[src/rtl/ddr3_wr_buffer_pkg.sv]
// Purpose: shared constants, helper function and FSM state type for the DDR3 write-data buffer.
// Latency: n/a (declarations only).
// Backpressure: n/a (declarations only).
package ddr3_wr_buffer_pkg;

  // Beats per DDR3 BL8 burst for an x16 device at a 2:1 controller clock ratio.
  localparam int BEATS_PER_BL8 = 4;

  // Ceiling log2. It is used only for elaboration-time widths.
  function automatic int clog2(input int value);
    int result;
    result = 0;
    for (int v = value - 1; v > 0; v = v >> 1) begin
      result = result + 1;
    end
    return result;
  endfunction

  // Input-side fill state.
  // FILL accepts AXI beats.
  // PAD writes masked filler beats to complete a short burst.
  typedef enum logic {
    FILL = 1'b0,
    PAD  = 1'b1
  } fill_state_t;

endpackage

[src/rtl/ddr3_wr_buffer_store.sv]
// Purpose: BURSTS*BEATS beat register file holding {mask, data} for the write buffer.
// Latency: write lands on the next clock edge; read is combinational from the index (FWFT).
// Backpressure: none; the caller only writes into slots it owns.
//
// Ports:
//   clock                   storage clock
//   write_en/index          registered write port select
//   write_mask/data         beat contents to store
//   read_index              combinational read select
//   read_mask/data          beat contents at read_index
module ddr3_wr_store
  import ddr3_wr_buffer_pkg::*;
#(
  parameter int WIDTH  = 32,
  parameter int MASKS  = WIDTH / 8,
  parameter int DEPTH  = 16,
  parameter int ADDR_W = clog2(DEPTH)
) (
  input  logic              clock,
  input  logic              write_en,
  input  logic [ADDR_W-1:0] write_index,
  input  logic [MASKS-1:0]  write_mask,
  input  logic [WIDTH-1:0]  write_data,
  input  logic [ADDR_W-1:0] read_index,
  output logic [MASKS-1:0]  read_mask,
  output logic [WIDTH-1:0]  read_data
);

  // The contents are don't-care until written, so the array has no reset.
  // Slot ownership is tracked by the pointer logic in the parent module.
  logic [MASKS+WIDTH-1:0] cells [DEPTH];

  always_ff @(posedge clock) begin
    if (write_en) begin
      cells[write_index] <= {write_mask, write_data};
    end
  end

  assign {read_mask, read_data} = cells[read_index];

endmodule

[src/rtl/ddr3_wr_buffer.sv]
// Purpose: burst-granular write-data buffer feeding ddr3_ddl.
//   It packs AXI W beats into whole BL8 bursts, pads short bursts and splits overlong ones.
// Latency: a burst is offered on mem_w* the cycle after its final beat is written.
// Backpressure: axi_wready_o drops while padding, or when every burst slot is committed.
//   mem_wvalid_o holds until mem_wready_i.
//
// Ports:
//   clock, reset              system clock; synchronous active-high reset
//   axi_wvalid_i/wready_o     AXI W beat handshake
//   axi_wlast_i/wstrb_i/wdata_i   AXI beat contents
//   mem_wvalid_o/wready_i     burst-beat handshake to ddr3_ddl
//   mem_wlast_o/wrmask_o/wrdata_o beat contents to ddr3_ddl
//   bursts_o                  committed bursts held
//   err_o                     one-cycle pulse when a burst filled without axi_wlast_i on its last beat
module ddr3_wr_buffer
  import ddr3_wr_buffer_pkg::*;
#(
  parameter int WIDTH  = 32,
  parameter int MASKS  = WIDTH / 8,
  parameter int BEATS  = BEATS_PER_BL8,
  parameter int BURSTS = 4
) (
  input  logic                    clock,
  input  logic                    reset,
  input  logic                    axi_wvalid_i,
  output logic                    axi_wready_o,
  input  logic                    axi_wlast_i,
  input  logic [MASKS-1:0]        axi_wstrb_i,
  input  logic [WIDTH-1:0]        axi_wdata_i,
  output logic                    mem_wvalid_o,
  input  logic                    mem_wready_i,
  output logic                    mem_wlast_o,
  output logic [MASKS-1:0]        mem_wrmask_o,
  output logic [WIDTH-1:0]        mem_wrdata_o,
  output logic [clog2(BURSTS):0]  bursts_o,
  output logic                    err_o
);

  localparam int BEAT_W = clog2(BEATS);
  localparam int SLOT_W = clog2(BURSTS);
  localparam int CNT_W  = SLOT_W + 1;
  localparam logic [BEAT_W-1:0] LAST_BEAT = BEAT_W'(BEATS - 1);
  localparam logic [CNT_W-1:0]  FULL_CNT  = CNT_W'(BURSTS);

  fill_state_t       state_q, state_d;
  logic [BEAT_W-1:0] wr_beat_q, wr_beat_d;
  logic [SLOT_W-1:0] wr_burst_q, wr_burst_d;
  logic [BEAT_W-1:0] rd_beat_q, rd_beat_d;
  logic [SLOT_W-1:0] rd_burst_q, rd_burst_d;
  logic [CNT_W-1:0]  bursts_q, bursts_d;
  logic              err_q, err_d;

  logic              beat_in;
  logic              commit;
  logic              drain;
  logic              drain_done;
  logic              store_we;
  logic [MASKS-1:0]  store_mask;
  logic [WIDTH-1:0]  store_data;

  // A burst that is already in progress owns its slot, so it may always complete.
  // Opening a new burst needs a free slot, which exists only while fewer than
  // BURSTS bursts are committed.
  assign axi_wready_o = !reset && (state_q == FILL) &&
                        ((wr_beat_q != '0) || (bursts_q != FULL_CNT));

  assign beat_in      = axi_wvalid_i && axi_wready_o;
  assign mem_wvalid_o = (bursts_q != '0);

  // mem_wlast_o is derived from the read counter, so it cannot drift from the beat position.
  assign mem_wlast_o  = mem_wvalid_o && (rd_beat_q == LAST_BEAT);
  assign drain        = mem_wvalid_o && mem_wready_i;
  assign drain_done   = drain && (rd_beat_q == LAST_BEAT);
  assign bursts_o     = bursts_q;
  assign err_o        = err_q;

  always_ff @(posedge clock) begin
    if (reset) begin
      state_q    <= FILL;
      wr_beat_q  <= '0;
      wr_burst_q <= '0;
      rd_beat_q  <= '0;
      rd_burst_q <= '0;
      bursts_q   <= '0;
      err_q      <= 1'b0;
    end else begin
      state_q    <= state_d;
      wr_beat_q  <= wr_beat_d;
      wr_burst_q <= wr_burst_d;
      rd_beat_q  <= rd_beat_d;
      rd_burst_q <= rd_burst_d;
      bursts_q   <= bursts_d;
      err_q      <= err_d;
    end
  end

  always_comb begin
    state_d    = state_q;
    wr_beat_d  = wr_beat_q;
    wr_burst_d = wr_burst_q;
    rd_beat_d  = rd_beat_q;
    rd_burst_d = rd_burst_q;
    store_we   = 1'b0;
    store_mask = '0;
    store_data = '0;
    commit     = 1'b0;
    err_d      = 1'b0;

    case (state_q)
      FILL: begin
        if (beat_in) begin
          store_we   = 1'b1;
          store_mask = axi_wstrb_i;
          store_data = axi_wdata_i;
          wr_beat_d  = wr_beat_q + 1'b1;
          if (wr_beat_q == LAST_BEAT) begin
            // The burst is full. An AXI burst that is still open continues in a
            // fresh BL8 burst and is flagged as split.
            commit = 1'b1;
            err_d  = !axi_wlast_i;
          end else if (axi_wlast_i) begin
            state_d = PAD;
          end
        end
      end
      PAD: begin
        // The filler beats are fully masked, so ddr3_ddl writes no bytes for them.
        store_we  = 1'b1;
        wr_beat_d = wr_beat_q + 1'b1;
        if (wr_beat_q == LAST_BEAT) begin
          commit  = 1'b1;
          state_d = FILL;
        end
      end
    endcase

    if (commit) begin
      wr_burst_d = wr_burst_q + 1'b1;
    end

    if (drain) begin
      rd_beat_d = rd_beat_q + 1'b1;
      if (drain_done) begin
        rd_burst_d = rd_burst_q + 1'b1;
      end
    end

    // A commit and a drain completion in the same cycle cancel out.
    // With one burst held, this keeps mem_wvalid_o steady.
    bursts_d = bursts_q + CNT_W'(commit) - CNT_W'(drain_done);
  end

  ddr3_wr_store #(
    .WIDTH  (WIDTH),
    .MASKS  (MASKS),
    .DEPTH  (BURSTS * BEATS),
    .ADDR_W (SLOT_W + BEAT_W)
  ) u_store (
    .clock       (clock),
    .write_en    (store_we),
    .write_index ({wr_burst_q, wr_beat_q}),
    .write_mask  (store_mask),
    .write_data  (store_data),
    .read_index  ({rd_burst_q, rd_beat_q}),
    .read_mask   (mem_wrmask_o),
    .read_data   (mem_wrdata_o)
  );

endmodule
[config.mk]
export PLATFORM = sky130hd
export DESIGN_NAME = ddr3_wr_buffer
export DESIGN_NICKNAME = d
export VERILOG_FILES = /design/src/rtl/ddr3_wr_buffer_pkg.sv /design/src/rtl/ddr3_wr_buffer_store.sv /design/src/rtl/ddr3_wr_buffer.sv
export SDC_FILE = /design/constraint.sdc
export NUM_CORES = 1
export LEC_CHECK = 0
export CELL_PAD_IN_SITES_DETAIL_PLACEMENT = 1
export CELL_PAD_IN_SITES_GLOBAL_PLACEMENT = 1
export CORE_AREA = 2 2 147 292
export CTS_BUF_LIST = sky130_fd_sc_hd__clkbuf_8
export CTS_CLUSTER_DIAMETER = 80
export DETAILED_ROUTE_END_ITERATION = 12
export DIE_AREA = 0 0 149 294
export GPL_TIMING_DRIVEN = 0
export PLACE_DENSITY_LB_ADDON = 0.1
export SETUP_SLACK_MARGIN = 0.15
export SYNTH_ARGS = -nofsm -noshare
export SYNTH_HDL_FRONTEND = slang
export SYNTH_SLANG_ARGS = --single-unit
[constraint.sdc]
create_clock -name clock -period 3.2 [get_ports clock]
set_input_delay 0.32 -clock clock [delete_from_list [all_inputs] [get_ports clock]]
set_output_delay 0.32 -clock clock [all_outputs]
set_load 0.01 [all_outputs]
==> qor.tcl, run 1 <==
set qor(run_status) {finished, final reports clean}
set qor(pwr_density_cell_nw_per_um2) 561
set qor(finalSetupViolations) 0
set qor(post-place-ws_ns) -0.424
set qor(initialDrtViolationCount) 842
set qor(critical_path.n_buffers_inverters) 3
set qor(worst-r2r-setup-slack_ns) 0.41
set qor(insertion_delay_ns) 0.65
set qor(groute.layer.met1.usage_pct) 32.1
set qor(floorplan.die.width_um) 149
set qor(critPathCaptureType) {primary output}
set qor(vias) 10900
set qor(placeableCoreArea_um2) 41600
set qor(grt_start_max_net_pins) 27
set qor(antenna_violations_before_repair) 1
set qor(post_drt_via_cell_ratio) 6.09
set qor(grt_setup_unrepaired) {true}
set qor(synth.ff_latch_count) 589
set qor(critPathArrivalTime_ns) 2.79
set qor(fp-row-count) 106
set qor(grt_pass1_wl_mm) 80.4
set qor(setup_tns_ns) 0
set qor(worst-setup-path-type) {flop to primary output}
set qor(groute.layer.met2.usage_pct) 46.3
set qor(cts.root.buffer_cell) {sky130_fd_sc_hd__clkbuf_8}
set qor(grt_util_met3_pct) 4.23
set qor(numClockSinks) 589
set qor(place.gp.congestion) 0.727
set qor(num_io_pins) 84
set qor(post_synth_mux_area_share_pct) 14.5
set qor(syn_area_per_cell_um2) 22.3
set qor(synthCells) 1013
set qor(busiest_layer) {met2}
set qor(syn_area_um2) 22500
set qor(route.final.wire_length_mm) 54.7
set qor(first_global_vias) 12300
set qor(placement.io_buffers) 83
set qor(hold_viol_final) 0
set qor(die_outline_area_um2) 43800
set qor(peakVddDrop_v) 0.000353
set qor(route.antenna.remaining_nets) 0
set qor(synth_warnings) 0
set qor(timing.critical_path.cells) {buf_12, buf_6, mux4_2, a22oi_1, nand2_1, clkdlybuf4s50_1}
set qor(worst_path_max_delay_cell) {sky130_fd_sc_hd__mux4_2}
set qor(clkTransAtPathRegs_ns) 0.07
set qor(final.setup.worst_slack_ns) 0.0887
set qor(cts_inserted_buffers) 79
set qor(timing.critical_path.from_type) {flop}
set qor(cts_htree_levels) 3
set qor(crit_fanout) 10
set qor(required_ns) 2.88
set qor(cts_hold_repair.buffers) 0
set qor(count_of_filler_cells_inserted_in_the_layout) 3419
set qor(post_route_cells_drive_above_1_share_pct) 29.4
set qor(commonest_cells_after_routing_fill_and_taps_aside) {sky130_fd_sc_hd__edfxtp_1, sky130_fd_sc_hd__mux4_2, sky130_fd_sc_hd__clkbuf_8}
set qor(placement.cell_area_um2) 24400
set qor(final-max-slew-violation-count) 0
set qor(synth_top_family_by_area) {multiplexers}
set qor(period_share_pct) 97.2
set qor(yosys.area_share.adder_pct) 0.699
set qor(hp-class) {input port to flop}
set qor(clk_path_buf_depth) 3
set qor(die_h_um) 294
set qor(min_period_ns) 3.11
set qor(timing.hold.worst_endpoint) {err_o}
set qor(hold_depth) 2
set qor(reg2reg_to) {bursts_o[2]}
set qor(total_power_mw) 14.8
set qor(globalRoute.totalOverflow) 0
set qor(p_leak_nw) 8.66
set qor(worst_r2r_startpoint) {wr_beat_q[0]}
set qor(cpPeakStageDelay_ns) 0.54
set qor(synthSimpleGateAreaFrac_pct) 2.87
set qor(start_util_pct) 54.1
set qor(dp.final_hpwl_mm) 33.3
set qor(layout_commonest_cell) {sky130_fd_sc_hd__edfxtp_1}
set qor(drt-wirelength-per-cell_um) 30.4
set qor(postLayoutCellArea_um2) 26400
set qor(compound_cell_area_share_of_the_yosys_netlist_pct) 2.50
set qor(slew_headroom_pct) 41.7
set qor(fmax_mhz) 321
set qor(drc_errors) 0
set qor(smallest_hold_slack_ns) 0.367
set qor(synthXorXnorAreaFrac_pct) 0.233
set qor(synth_cell_types) 31
set qor(area_delta_synth_final_pct) 17.2
set qor(firstDrtPassIters) 5
set qor(hold_path.startpoint) {axi_wlast_i}
set qor(worstMarginPinSlew_ns) 0.874
set qor(final.setup_skew_ns) 0.0206
set qor(critical-path-top-delay-family) {buffers and inverters}
set qor(track_usage_pct) 26.2
set qor(reg2regPathDepth) 13
set qor(share_of_the_yosys_chip_area_belonging_to_registers_pct) 77.9
set qor(tritoncts) {built}
set qor(mappedNetlistNets) 1066
set qor(finalNetCount) 1254
set qor(maxCapViolations) 0
## registers in the layout, summed over array words and instances, names as in the netlist
signal,count
u_store.cells,576
state_q,1
wr_beat_q,2
wr_burst_q,2
bursts_o,3
err_o,1
rd_burst_q,2
rd_beat_q,2
## layout make-up
type / count / area (um2) / area share (%)
clock buffers: 84 / 1160 / 4.37
plain buffers: 52 / 541 / 2.04
multi-input cells: 363 / 4860 / 18.4
inverters: 9 / 33.8 / 0.128
repair buffers: 107 / 1250 / 4.73
flip-flops and latches: 589 / 17600 / 66.4
well taps: 540 / 676 / 2.56
clock inverters: 50 / 347 / 1.31
diodes: 2 / 5.00 / 0.0189
## how the worst max path moves through the flow
| stage | from | end | slack (ns) | cells past startpoint |
|---|---|---|---|---|
| 3_3_place_gp | reset | u_store.cells[7][11] | -0.77 | 5 |
| 2_1_floorplan | wr_beat_q[0] | bursts_o[2] | 0.68 | 13 |
| 4_1_cts | rd_beat_q[0] | mem_wrdata_o[19] | -0.04 | 7 |
| 3_5_place_dp | wr_beat_q[0] | u_store.cells[11][12] | -0.42 | 7 |
| 6_report | rd_beat_q[0] | mem_wrmask_o[2] | 0.09 | 6 |
| 5_1_grt | rd_beat_q[0] | mem_wrdata_o[7] | -0.02 | 6 |
## report_power, final
group	internal (mW)	total, mW	switching (mW)
Clock	2.83	5.54	2.71
Combinational	0.293	0.682	0.389
Sequential	8.58	8.62	0.0333
## synthesized netlist by cell type
cell type | n | share of area [%]
sky130_fd_sc_hd__and3_1 | 1 | 0.028
sky130_fd_sc_hd__nor3_1 | 1 | 0.022
sky130_fd_sc_hd__nor3_2 | 1 | 0.044
sky130_fd_sc_hd__and3b_1 | 1 | 0.039
sky130_fd_sc_hd__dfxtp_1 | 13 | 1.2
sky130_fd_sc_hd__mux2i_1 | 2 | 0.089
sky130_fd_sc_hd__ha_1 | 11 | 0.61
sky130_fd_sc_hd__nand4bb_1 | 1 | 0.050
sky130_fd_sc_hd__nor2b_1 | 9 | 0.25
sky130_fd_sc_hd__and2_1 | 54 | 1.5
sky130_fd_sc_hd__fa_1 | 1 | 0.089
sky130_fd_sc_hd__xnor2_1 | 4 | 0.16
sky130_fd_sc_hd__edfxtp_1 | 576 | 77
sky130_fd_sc_hd__buf_4 | 1 | 0.033
sky130_fd_sc_hd__a22oi_1 | 72 | 2.4
sky130_fd_sc_hd__nor2_1 | 9 | 0.15
sky130_fd_sc_hd__clkbuf_1 | 29 | 0.48
sky130_fd_sc_hd__buf_2 | 15 | 0.33
sky130_fd_sc_hd__buf_1 | 1 | 0.017
sky130_fd_sc_hd__nor3b_1 | 1 | 0.033
sky130_fd_sc_hd__mux2_2 | 1 | 0.050
sky130_fd_sc_hd__a21oi_1 | 2 | 0.044
sky130_fd_sc_hd__nand3_1 | 1 | 0.022
sky130_fd_sc_hd__xor2_1 | 2 | 0.078
sky130_fd_sc_hd__nand4_1 | 1 | 0.028
sky130_fd_sc_hd__a31oi_1 | 2 | 0.055
sky130_fd_sc_hd__buf_6 | 6 | 0.30
sky130_fd_sc_hd__mux4_2 | 144 | 14
sky130_fd_sc_hd__nand2_1 | 41 | 0.68
sky130_fd_sc_hd__inv_1 | 9 | 0.15
sky130_fd_sc_hd__or3_1 | 1 | 0.028
## logic make-up (layout without fill, tap and decap cells)
logic type,Yosys count,after routing
adders and majority gates,12,12
AOI/OAI and AO/OA,76,76
DFF,589,589
buffers and inverters,61,302
other,0,2
and+or+nand+nor,122,122
xor gates and xnor gates,6,6
muxes,147,147
## through the flow
step,instances,util (%)
2_1_floorplan,1013,-
3_3_place_gp,1636,57.8
3_5_place_dp,1652,58.6
4_1_cts,1787,62.8
5_1_grt,1795,63.5
6_report,1796,63.5
## repair_timing
action / 4_1_cts / 5_1_grt
endpoints found under the setup margin: 516 / 190
gates resized for setup: 108 / 59
setup buffers: 1 / 7
pin swaps: 3 / 3
## layer usage
metal	up-vias	part of all wire [%]
met5	-	0
met4	0	3.5
met3	118	5.0
met2	382	54
met1	5834	37
li1	4606	-
Note: power is estimated with default switching activity, not from simulation.
==> run 2, diff against run 1 <==
==> constraint.sdc (replaced) <==
create_clock -name clock -period 3.8 [get_ports clock]
set_input_delay 0.38 -clock clock [delete_from_list [all_inputs] [get_ports clock]]
set_output_delay 0.38 -clock clock [all_outputs]
set_load 0.01 [all_outputs]
==> run 2 against run 1 <==
Net effect:
- total power shrank 16%
- utilization shrank 1.1 points
- first-iteration DRC count shrank 0.59%
- cell count shrank 0.50%
- setup slack gained 0.20 ns
- worst hold slack gained 0.058 ns
- register-to-register slack is essentially flat
- sequential share of layout area grew 1.2 points
- critical path type unchanged
- largest cell class unchanged
- largest power group unchanged
==> qor.tcl, run 2 (synthesized netlist as in run 1, its figures left out) <==
set qor(post_cts_buffers) 0
set qor(hold_viol_final) 0
set qor(final_cell_count_no_fill) 1787
set qor(reg2reg_to) {u_store.cells[12][26]}
set qor(min_period_ns) 3.51
set qor(hp-class) {input port to flop}
set qor(grt_pass1_wl_mm) 80.3
set qor(die_h_um) 294
set qor(reg2regPathDepth) 7
set qor(firstDrtPassIters) 5
set qor(insertion_delay_ns) 0.64
set qor(slew_headroom_pct) 22.5
set qor(largest_register_ffs) 576
set qor(track_usage_pct) 26.2
set qor(start_util_pct) 54.1
set qor(period_share_pct) 92.4
set qor(initialDrtViolationCount) 837
set qor(worst-setup-path-type) {flop to primary output}
set qor(power_frac_seq_pct) 58.0
set qor(count_of_filler_cells_inserted_in_the_layout) 3464
set qor(cts.repair.resized) 30
set qor(worst-r2r-setup-slack_ns) 0.41
set qor(final.setup_skew_ns) 0.0193
set qor(pwr_density_cell_nw_per_um2) 482
set qor(required_ns) 3.42
set qor(maxCapViolations) 0
set qor(groute.layer.met2.usage_pct) 46.2
set qor(place.gp.congestion) 0.727
set qor(drt-wirelength-per-cell_um) 30.3
set qor(die_outline_area_um2) 43800
set qor(final-max-slew-violation-count) 0
set qor(globalRoute.totalOverflow) 0
set qor(antenna_violations_before_repair) 1
set qor(vias) 10900
set qor(placeableCoreArea_um2) 41600
set qor(worst_path_max_delay_cell) {sky130_fd_sc_hd__clkdlybuf4s50_1}
set qor(finalSetupViolations) 0
set qor(critical_path.n_buffers_inverters) 4
set qor(numClockSinks) 589
set qor(post_drt_via_cell_ratio) 6.11
set qor(power.net_switching_mw) 2.64
set qor(run_status) {finished, final reports clean}
set qor(p_leak_nw) 8.33
set qor(cts_hold_repair.buffers) 0
set qor(setup_tns_ns) 0
set qor(critPathCaptureType) {primary output}
set qor(cts.root.buffer_cell) {sky130_fd_sc_hd__clkbuf_8}
set qor(critical-path-top-delay-family) {buffers and inverters}
set qor(grt_setup_unrepaired) {true}
set qor(finalNetCount) 1246
set qor(total_power_mw) 12.5
set qor(hold_path.startpoint) {axi_wlast_i}
set qor(timing.hold.worst_endpoint) {err_o}
set qor(clkTransAtPathRegs_ns) 0.07
set qor(clk_path_buf_depth) 3
set qor(largest-register) {u_store.cells}
set qor(total_placed_cells_including_tap_cells) 1652
set qor(drc_errors) 0
set qor(dp.final_hpwl_mm) 33.3
set qor(crit_fanout) 10
set qor(grt_util_met3_pct) 4.51
set qor(cts_htree_levels) 3
set qor(power.share.switching_pct) 21.2
set qor(internal-power_mw) 9.86
set qor(peakVddDrop_v) 0.000299
set qor(commonest_cells_after_routing_fill_and_taps_aside) {sky130_fd_sc_hd__edfxtp_1, sky130_fd_sc_hd__mux4_2, sky130_fd_sc_hd__clkbuf_8}
set qor(cts_inserted_buffers) 79
set qor(fmax_mhz) 285
set qor(groute.layer.met1.usage_pct) 32.0
set qor(first_global_vias) 12300
set qor(busiest_layer) {met2}
set qor(tritoncts) {built}
set qor(num_io_pins) 84
set qor(post_route_cells_drive_above_1_share_pct) 26.3
set qor(timing.critical_path.cells) {buf_2, buf_4, clkbuf_4, mux4_2, a22oi_1, nand2_1, clkdlybuf4s50_1}
set qor(worstMarginPinSlew_ns) 1.16
set qor(timing.critical_path.from_type) {flop}
set qor(hold_depth) 2
set qor(fp-row-count) 106
set qor(worst_r2r_startpoint) {wr_beat_q[0]}
set qor(area_delta_synth_final_pct) 15.1
set qor(cpPeakStageDelay_ns) 0.52
set qor(combinational_power_share_pct) 4.6
set qor(floorplan.die.width_um) 149
set qor(placement.io_buffers) 83
set qor(share_clk_of_total_power_pct) 37.4
set qor(grt_start_max_net_pins) 27
set qor(route.antenna.remaining_nets) 0
set qor(critPathArrivalTime_ns) 3.13
set qor(layout_commonest_cell) {sky130_fd_sc_hd__edfxtp_1}
set qor(route.final.wire_length_mm) 54.1
run 2: cell types whose count changed in the layout (fill, tap and decap cells not counted), moves of 10 or more:
cell / change
sky130_fd_sc_hd__clkbuf_4: -10
sky130_fd_sc_hd__dlymetal6s2s_1: -18
sky130_fd_sc_hd__clkbuf_2: +14
sky130_fd_sc_hd__clkdlybuf4s50_1: +33
sky130_fd_sc_hd__a22oi_2: -23
sky130_fd_sc_hd__dlygate4sd2_1: -14
sky130_fd_sc_hd__a22oi_1: +23
run 2: area by class of cell:
class,instances,area [um2],area share [%]
Sequential cell,589,17600,67.6
Multi-Input combinational cell,363,4720,18.2
Clock buffer,84,1160,4.45
Timing Repair Buffer,99,1150,4.43
Tap cell,540,676,2.60
Clock inverter,50,347,1.34
Buffer,52,320,1.23
Inverter,9,33.8,0.130
Antenna cell,1,2.50,0.00964
run 2: worst max-delay path by stage:
stage | startpoint | to | slack, ns | depth (start not counted)
global placement | reset | u_store.cells[7][11] | -0.23 | 5
detailed placement | reset | u_store.cells[11][12] | 0.17 | 4
global route | rd_beat_q[0] | mem_wrdata_o[3] | 0.15 | 6
CTS | rd_beat_q[1] | mem_wrdata_o[28] | 0.15 | 7
finish | rd_beat_q[1] | mem_wrdata_o[28] | 0.29 | 7
floorplan | wr_beat_q[0] | bursts_o[2] | 1.28 | 13
run 2: worst register-to-register path: cells and delay by family (launching register included):
kind                       cells  cell delay, ns
DFF                            1            0.37
and+or+nand+nor                4            1.73
adders and majority gates      1            0.25
buffers and inverters          2            0.75
run 2: per-layer routing:
| metal | share of wire [%] | up-vias | wire length [um] |
|---|---|---|---|
| li1 | - | 4592 | - |
| met1 | 37 | 5823 | 20100 |
| met2 | 54 | 388 | 29500 |
| met3 | 5.2 | 114 | 2810 |
| met4 | 3.2 | 0 | 1750 |
| met5 | 0 | - | 0 |
run 2: per-stage QoR:
| step | instance area, um2 | setup slack (ns) | hold WS [ns] | utilization, % |
|---|---|---|---|---|
| floorplan | 22500 | 1.28 | 0.452 | - |
| global placement | 24100 | -0.228 | 0.479 | 57.8 |
| detailed placement | 24400 | 0.170 | 0.494 | 58.6 |
| CTS | 25900 | 0.153 | 0.392 | 62.3 |
| global route | 26000 | 0.153 | 0.415 | 62.3 |
| finish | 26000 | 0.290 | 0.425 | 62.3 |
run 2: power by group through the flow:
stage	Clock, mW	Sequential, mW	Combinational [mW]
final	4.68	7.25	0.570
after global routing	4.98	7.26	0.615
after CTS	4.76	7.25	0.580
after detailed placement	0	7.39	0.579
after global placement	0	7.39	0.543
after floorplan	0	7.38	0.280
